File: config.mk
export PLATFORM = sky130hd
export DESIGN_NAME = pg_multi_core
export DESIGN_NICKNAME = d
export VERILOG_FILES = /design/src/rtl/pg_pkg.sv /design/src/rtl/pg_channel.sv /design/src/rtl/pg_multi_core.sv
export SDC_FILE = /design/constraint.sdc
export NUM_CORES = 1
export LEC_CHECK = 0
export ABC_AREA = 1
export BUFFER_PORTS_ARGS = -buffer_cell sky130_fd_sc_hd__buf_2
export CAP_MARGIN = 20
export CORE_MARGIN = 2
export CORE_UTILIZATION = 30
export CTS_CLUSTER_DIAMETER = 200
export DETAILED_ROUTE_END_ITERATION = 16
export PLACE_DENSITY = 0.58
export SYNTH_ARGS = -nofsm -noshare
export SYNTH_HDL_FRONTEND = slang
export SYNTH_HIERARCHICAL = 1
export SYNTH_SLANG_ARGS = --single-unit
File: constraint.sdc
create_clock -name i_clk -period 2.3 [get_ports i_clk]
set_clock_uncertainty 0.1 [all_clocks]
set_input_delay 0.46 -clock i_clk [delete_from_list [all_inputs] [get_ports i_clk]]
set_output_delay 0.46 -clock i_clk [all_outputs]
set_load 0.05 [all_outputs]
File: src/rtl/pg_pkg.sv
`default_nettype none
// ============================================================================
// Package  : pg_pkg
// Brief    : Shared mode/state encodings for the multi-channel pulse generator.
// Revision : 1.0
// ============================================================================
package pg_pkg;

    localparam logic [1:0] PG_MODE_STOP  = 2'd0;
    localparam logic [1:0] PG_MODE_CONT  = 2'd1;
    localparam logic [1:0] PG_MODE_BURST = 2'd2;

    localparam logic [0:0] PG_ST_IDLE = 1'b0;
    localparam logic [0:0] PG_ST_RUN  = 1'b1;

    // A run starts on continuous mode, or on a trigger while in burst mode.
    function automatic logic pg_start_req(input logic [1:0] mode, input logic trig);
        return (mode == PG_MODE_CONT) || ((mode == PG_MODE_BURST) && trig);
    endfunction

endpackage
`default_nettype wire

File: src/rtl/pg_channel.sv
`default_nettype none
// ============================================================================
// Module   : pg_channel
// Brief    : One pulse channel: window compare, enable gating, polarity, output register.
// Revision : 1.0
// ============================================================================
module pg_channel #(
    parameter int CNT_W = 24
) (
    input  logic             i_clk,
    input  logic             i_res_n,
    input  logic [CNT_W-1:0] i_cnt,
    input  logic             i_busy,
    input  logic [CNT_W-1:0] i_st,
    input  logic [CNT_W-1:0] i_end,
    input  logic             i_pol,
    input  logic             i_en,
    output logic             o_pulse
);

    logic w_raw;
    logic r_pulse;

    // Half-open window [st, end); st >= end yields an empty window.
    assign w_raw = (i_st <= i_cnt) && (i_cnt < i_end);

    always_ff @(posedge i_clk or negedge i_res_n) begin
        if (!i_res_n) begin
            r_pulse <= 1'b0;
        end else begin
            r_pulse <= (w_raw && i_en && i_busy) ^ i_pol;
        end
    end

    assign o_pulse = r_pulse;

endmodule
`default_nettype wire

File: src/rtl/pg_multi_core.sv
`default_nettype none
// ============================================================================
// Module   : pg_multi_core
// Brief    : Shared period counter with stop/continuous/burst modes and
//            double-buffered configuration driving CH_NUM pulse channels.
// Revision : 1.0
// ============================================================================
module pg_multi_core
    import pg_pkg::*;
#(
    parameter int CH_NUM  = 4,
    parameter int CNT_W   = 24,
    parameter int BURST_W = 8
) (
    input  logic                    i_clk,
    input  logic                    i_res_n,
    input  logic [1:0]              i_mode,
    input  logic                    i_trig,
    input  logic                    i_load,
    input  logic [CNT_W-1:0]        i_period,
    input  logic [BURST_W-1:0]      i_burst_len,
    input  logic [CH_NUM*CNT_W-1:0] i_st,
    input  logic [CH_NUM*CNT_W-1:0] i_end,
    input  logic [CH_NUM-1:0]       i_pol,
    input  logic [CH_NUM-1:0]       i_ch_en,
    output logic [CH_NUM-1:0]       o_pulse,
    output logic [CNT_W-1:0]        o_cnt,
    output logic                    o_period_stb,
    output logic                    o_busy,
    output logic                    o_done
);

    logic [0:0]              r_state;
    logic [CNT_W-1:0]        r_cnt;
    logic [BURST_W-1:0]      r_burst_cnt;
    logic                    r_period_stb;
    logic                    r_done;
    logic                    r_pending;

    logic [CNT_W-1:0]        r_sh_period;
    logic [BURST_W-1:0]      r_sh_burst_len;
    logic [CH_NUM*CNT_W-1:0] r_sh_st;
    logic [CH_NUM*CNT_W-1:0] r_sh_end;
    logic [CH_NUM-1:0]       r_sh_pol;
    logic [CH_NUM-1:0]       r_sh_en;

    logic [CNT_W-1:0]        r_act_period;
    logic [BURST_W-1:0]      r_act_burst_len;
    logic [CH_NUM*CNT_W-1:0] r_act_st;
    logic [CH_NUM*CNT_W-1:0] r_act_end;
    logic [CH_NUM-1:0]       r_act_pol;
    logic [CH_NUM-1:0]       r_act_en;

    logic                    w_run;
    logic                    w_wrap;
    logic                    w_start;
    logic [BURST_W-1:0]      w_burst_last;
    logic                    w_burst_more;
    logic                    w_stay;
    logic                    w_apply;

    assign w_run   = (r_state == PG_ST_RUN);
    assign w_wrap  = w_run && (r_cnt == r_act_period);
    assign w_start = !w_run && pg_start_req(i_mode, i_trig);

    // A burst length of 0 behaves as 1, so the last index saturates at 0.
    assign w_burst_last = (r_act_burst_len == '0) ? '0 : (r_act_burst_len - 1'b1);
    assign w_burst_more = (r_burst_cnt < w_burst_last);
    assign w_stay       = (i_mode == PG_MODE_CONT) ||
                          ((i_mode == PG_MODE_BURST) && w_burst_more);

    assign w_apply = (!w_run || w_wrap) && r_pending;

    // Mode is only consulted at wrap, so a period is never cut short.
    always_ff @(posedge i_clk or negedge i_res_n) begin
        if (!i_res_n) begin
            r_state      <= PG_ST_IDLE;
            r_cnt        <= '0;
            r_burst_cnt  <= '0;
            r_period_stb <= 1'b0;
            r_done       <= 1'b0;
        end else begin
            if (!w_run) begin
                r_cnt  <= '0;
                r_done <= 1'b0;
                if (w_start) begin
                    r_state      <= PG_ST_RUN;
                    r_burst_cnt  <= '0;
                    r_period_stb <= 1'b1;
                end else begin
                    r_period_stb <= 1'b0;
                end
            end else if (w_wrap) begin
                r_cnt <= '0;
                if (w_stay) begin
                    r_period_stb <= 1'b1;
                    r_done       <= 1'b0;
                    if (i_mode == PG_MODE_BURST) begin
                        r_burst_cnt <= r_burst_cnt + 1'b1;
                    end
                end else begin
                    r_state      <= PG_ST_IDLE;
                    r_period_stb <= 1'b0;
                    r_done       <= (i_mode == PG_MODE_BURST);
                end
            end else begin
                r_cnt        <= r_cnt + 1'b1;
                r_period_stb <= 1'b0;
                r_done       <= 1'b0;
            end
        end
    end

    // Shadow always captures on load; active follows immediately in IDLE,
    // otherwise only on a wrap with an outstanding load.
    always_ff @(posedge i_clk or negedge i_res_n) begin
        if (!i_res_n) begin
            r_sh_period     <= '0;
            r_sh_burst_len  <= '0;
            r_sh_st         <= '0;
            r_sh_end        <= '0;
            r_sh_pol        <= '0;
            r_sh_en         <= '0;
            r_act_period    <= '0;
            r_act_burst_len <= '0;
            r_act_st        <= '0;
            r_act_end       <= '0;
            r_act_pol       <= '0;
            r_act_en        <= '0;
            r_pending       <= 1'b0;
        end else begin
            if (i_load) begin
                r_sh_period    <= i_period;
                r_sh_burst_len <= i_burst_len;
                r_sh_st        <= i_st;
                r_sh_end       <= i_end;
                r_sh_pol       <= i_pol;
                r_sh_en        <= i_ch_en;
            end
            if (!w_run && i_load) begin
                r_act_period    <= i_period;
                r_act_burst_len <= i_burst_len;
                r_act_st        <= i_st;
                r_act_end       <= i_end;
                r_act_pol       <= i_pol;
                r_act_en        <= i_ch_en;
                r_pending       <= 1'b0;
            end else begin
                if (w_apply) begin
                    r_act_period    <= r_sh_period;
                    r_act_burst_len <= r_sh_burst_len;
                    r_act_st        <= r_sh_st;
                    r_act_end       <= r_sh_end;
                    r_act_pol       <= r_sh_pol;
                    r_act_en        <= r_sh_en;
                end
                if (i_load) begin
                    r_pending <= 1'b1;
                end else if (w_apply) begin
                    r_pending <= 1'b0;
                end
            end
        end
    end

    generate
        for (genvar k = 0; k < CH_NUM; k++) begin : g_ch
            pg_channel #(
                .CNT_W (CNT_W)
            ) u_ch (
                .i_clk   (i_clk),
                .i_res_n (i_res_n),
                .i_cnt   (r_cnt),
                .i_busy  (w_run),
                .i_st    (r_act_st[k*CNT_W +: CNT_W]),
                .i_end   (r_act_end[k*CNT_W +: CNT_W]),
                .i_pol   (r_act_pol[k]),
                .i_en    (r_act_en[k]),
                .o_pulse (o_pulse[k])
            );
        end
    endgenerate

    assign o_cnt        = r_cnt;
    assign o_busy       = w_run;
    assign o_period_stb = r_period_stb;
    assign o_done       = r_done;

endmodule
`default_nettype wire

==> flow_summary.toml <==
[synthesis]
yosysWarnings = 6
synth_compound_area_frac = 0.156
yosysMostFrequentCell = "nand2_1"
syn_area_per_cell_um2 = 7.74
ys.flop_type = "dfrtp_1"
synthMuxAreaShare = 0
synth_simple_gate_area_frac = 0.184
synth_top_family_by_area = "simple AND/OR/NAND/NOR gates"
synthXorXnorAreaFrac = 0.00451
synth_common_cells = "nand2_1 (1033), inv_1 (531), dfrtp_1 (504)"
synth_top_cell_by_area = "dfrtp_1"
yosys.area.top_type_share = 0.464
syn_inst = 3513
ys_seq_elements = 504
syn-cell-area_um2 = 27200
synthAdderAreaFrac = 0.0912
synth_fp_nets = 3949
async_reset_ff_frac = 1.00
synth_edf_count = 0
yosysSeqAreaShare = 0.464
synth.area.top_cells = "dfrtp_1 (46%), nand2_1 (14%), ha_1 (9.1%)"
synth_cell_types = 37

[pwr]
power.density_nw_per_um2 = 874
clock_power_share = 0.320
vdd_drop_max_uv = 594
seqPwrFrac = 0.378
p_total_mw = 31.4
internal_power_mw = 20.6
leakage_nw = 18.7
combPwrFrac = 0.302
p_sw_mw = 10.8
sw_frac_of_total = 0.344

[cells_and_area]
syn_to_final_growth_pct = 32.2
layout-drive-gt1-share = 0.161
utilization = 0.400
layoutNonFillerInstCount = 5304
layout.nets = 4517

[placement]
gp_congestion = 0.876
numPlacedInstances = 4931
portBuffers = 268
post-place-ws_ps = -95.3
dp_hpwl_mm = 61.5

[floorplan]
start_util = 0.302
dieArea_um2 = 93000
fp.dieW_um = 305
die_y_um = 305
pin_count = 269
num_rows = 110
coreArea_um2 = 89900

[routing]
avgRoutedWirePerCell_um = 16.4
num_vias = 24400
wl_mm = 86.9
ant_nets = 0
drc = 0
firstDrtPassIters = 5
via_per_inst = 4.59
first_iter_violations = 1776

[status]
outcome = "finished with violations"
violations = "negative setup slack"

[sta]
fin_crit_ps = 2330
tightest_slew_ps = 1010
setup_violations = 6
fin_ws_ps = -32.0
slew_headroom = 0.324
rsz0062_at_grt = "yes"
timing.setup.tns_ps = -121
hold_violations = 0
fmax_mhz = 429
fin_crit_sh = 1.01
finalMaxSlewViolations = 0

[clock_network]
cts_tree = "built"
root_buffer = "clkbuf_16"
h-tree-depth = 2
clock-sinks = 504
insertion_delay_ps = 630
clk_pin_slew_worst_paths_ps = 60
cts_buffer_depth = 3
numCtsBuffers = 58

[hold_path]
hold_class = "in2reg"

[global_route]
grt_pass1_vias = 22900
overflow = 0
grtUsageTotal = 0.181
grt_max_degree = 205
antenna_found_initial = 19
grt_pass1_wl_mm = 132

[critical_path]
r2r_setup_slack_ps = -30
critPathArrivalTime_ps = 2810
critical_path.max_fanout = 6
path_class = "reg2reg"
cp.required_ps = 2780
start_kind = "flop"
cp-end-kind = "flop"

[run]
cap_violations = 0
registers in the layout, indices dropped and copies added, names as in the netlist:
| name | flops |
|---|---|
| g_ch.u_ch/o_pulse | 4 |
| o_busy | 1 |
| o_cnt | 24 |
| o_done | 1 |
| o_period_stb | 1 |
| r_act_burst_len | 8 |
| r_act_en | 4 |
| r_act_end | 96 |
| r_act_period | 24 |
| r_act_pol | 4 |
| r_act_st | 96 |
| r_burst_cnt | 8 |
| r_pending | 1 |
| r_sh_burst_len | 8 |
| r_sh_en | 4 |
| r_sh_end | 96 |
| r_sh_period | 24 |
| r_sh_pol | 4 |
| r_sh_st | 96 |
stage by stage:
step	hold WS, ps	area, µm²
4_1_cts	2.06	35100
6_report	29.2	35900
2_1_floorplan	64.4	27200
5_1_grt	27.8	35900
3_5_place_dp	276	30700
3_3_place_gp	274	30700
routing by layer:
layer / GRT usage / share of wire
met5: 0 / 0.0022
met4: 0.0379 / 0.018
met3: 0.0391 / 0.065
met2: 0.286 / 0.45
met1: 0.254 / 0.46
critical path, stage by stage, from the launching register on:
cell,delay (ps)
dfrtp_1,400
inv_1,80
ha_2,200
inv_1,70
o21ai_0,170
a21boi_1,180
ha_1,260
nand4_1,100
nand3_2,100
a31oi_4,240
nand3_4,140
nand2_4,120
nand2_1,70
nand2_1,50
path summary, 6_finish.rpt:
check                                               startpoint                       endpoint  cells after the start
worst min register to register        r_act_end[9]$_DFFE_PN0P_       r_act_end[9]$_DFFE_PN0P_                      2
worst max register to register  r_act_burst_len[1]$_DFFE_PN0P_     r_burst_cnt[4]$_DFFE_PN0P_                     13
worst max-delay path            r_act_burst_len[1]$_DFFE_PN0P_     r_burst_cnt[4]$_DFFE_PN0P_                     13
min in group asynchronous                              i_res_n         r_sh_st[6]$_DFFE_PN0P_                      2
worst min-delay path                                    i_load  r_sh_burst_len[6]$_DFFE_PN0P_                      2
max in group asynchronous                              i_res_n       r_sh_end[50]$_DFFE_PN0P_                      3
kinds of logic after synthesis:
kind of cell             Yosys count
XOR/XNOR                          14
AND/OR/NAND/NOR                 1261
flip-flops                       504
adder cells (fa/ha/maj)          198
buffers and inverters            702
AO/OA/AOI/OAI                    834
cell usage in the layout (no fill, tap or decap), types with 4 or more instances in the layout:
cell / Yosys / final
nand2_1: 1033 / 1001
inv_1: 531 / 527
dfrtp_1: 504 / 489
o21ai_0: 490 / 488
buf_2: 59 / 263
dlygate4sd3_1: 0 / 226
o21ai_1: 236 / 225
ha_1: 198 / 196
buf_4: 3 / 108
nor2_1: 109 / 98
a21oi_1: 88 / 88
clkbuf_16: 0 / 65
nand3_1: 39 / 37
buf_12: 0 / 33
nor2_2: 19 / 28
nand4_1: 24 / 24
nand2_2: 3 / 22
inv_2: 15 / 19
nor3_1: 20 / 18
buf_6: 3 / 18
dfrtp_2: 0 / 15
o21ai_2: 0 / 13
nand2_4: 1 / 12
xor2_1: 12 / 12
bufinv_16: 0 / 10
clkinv_2: 0 / 10
clkbuf_8: 0 / 9
clkbuf_1: 88 / 8
nand3_2: 2 / 4
nand2_8: 0 / 4
nor4_1: 4 / 4
inv_6: 0 / 4
a211oi_1: 4 / 4
o21bai_1: 4 / 4
o21a_1: 4 / 4
o21a_2: 4 / 4
power groups by stage:
stage               clock network (mW)  logic (mW)  registers (mW)
finish                            10.0        9.50            11.9
global route                      10.6        11.0            12.1
CTS                               10.3        9.31            11.8
detailed placement                   0        8.87            11.9
global placement                     0        8.65            11.9
floorplan                            0        5.45            12.0
final cells by class:
type,count,area (µm²)
clock buffers,75,1610
repair buffers,661,5560
flip-flops and latches,504,12600
fillers,9093,53900
well taps,1176,1470
diodes,3,7.51
multi-input cells,2310,12200
inverters,546,2050
clock inverters,29,435
timing repair:
action / in CTS / in global routing
endpoints found under the hold margin: 336 / 0
resized for setup: 23 / 102
cloned: 1 / 17
pin swaps: 7 / 21
endpoints found under the setup margin: 15 / 224
buffers inserted: 2 / 21
hold buffers: 226 / 0
No activity file was read; power rests on OpenSTA's default activity.
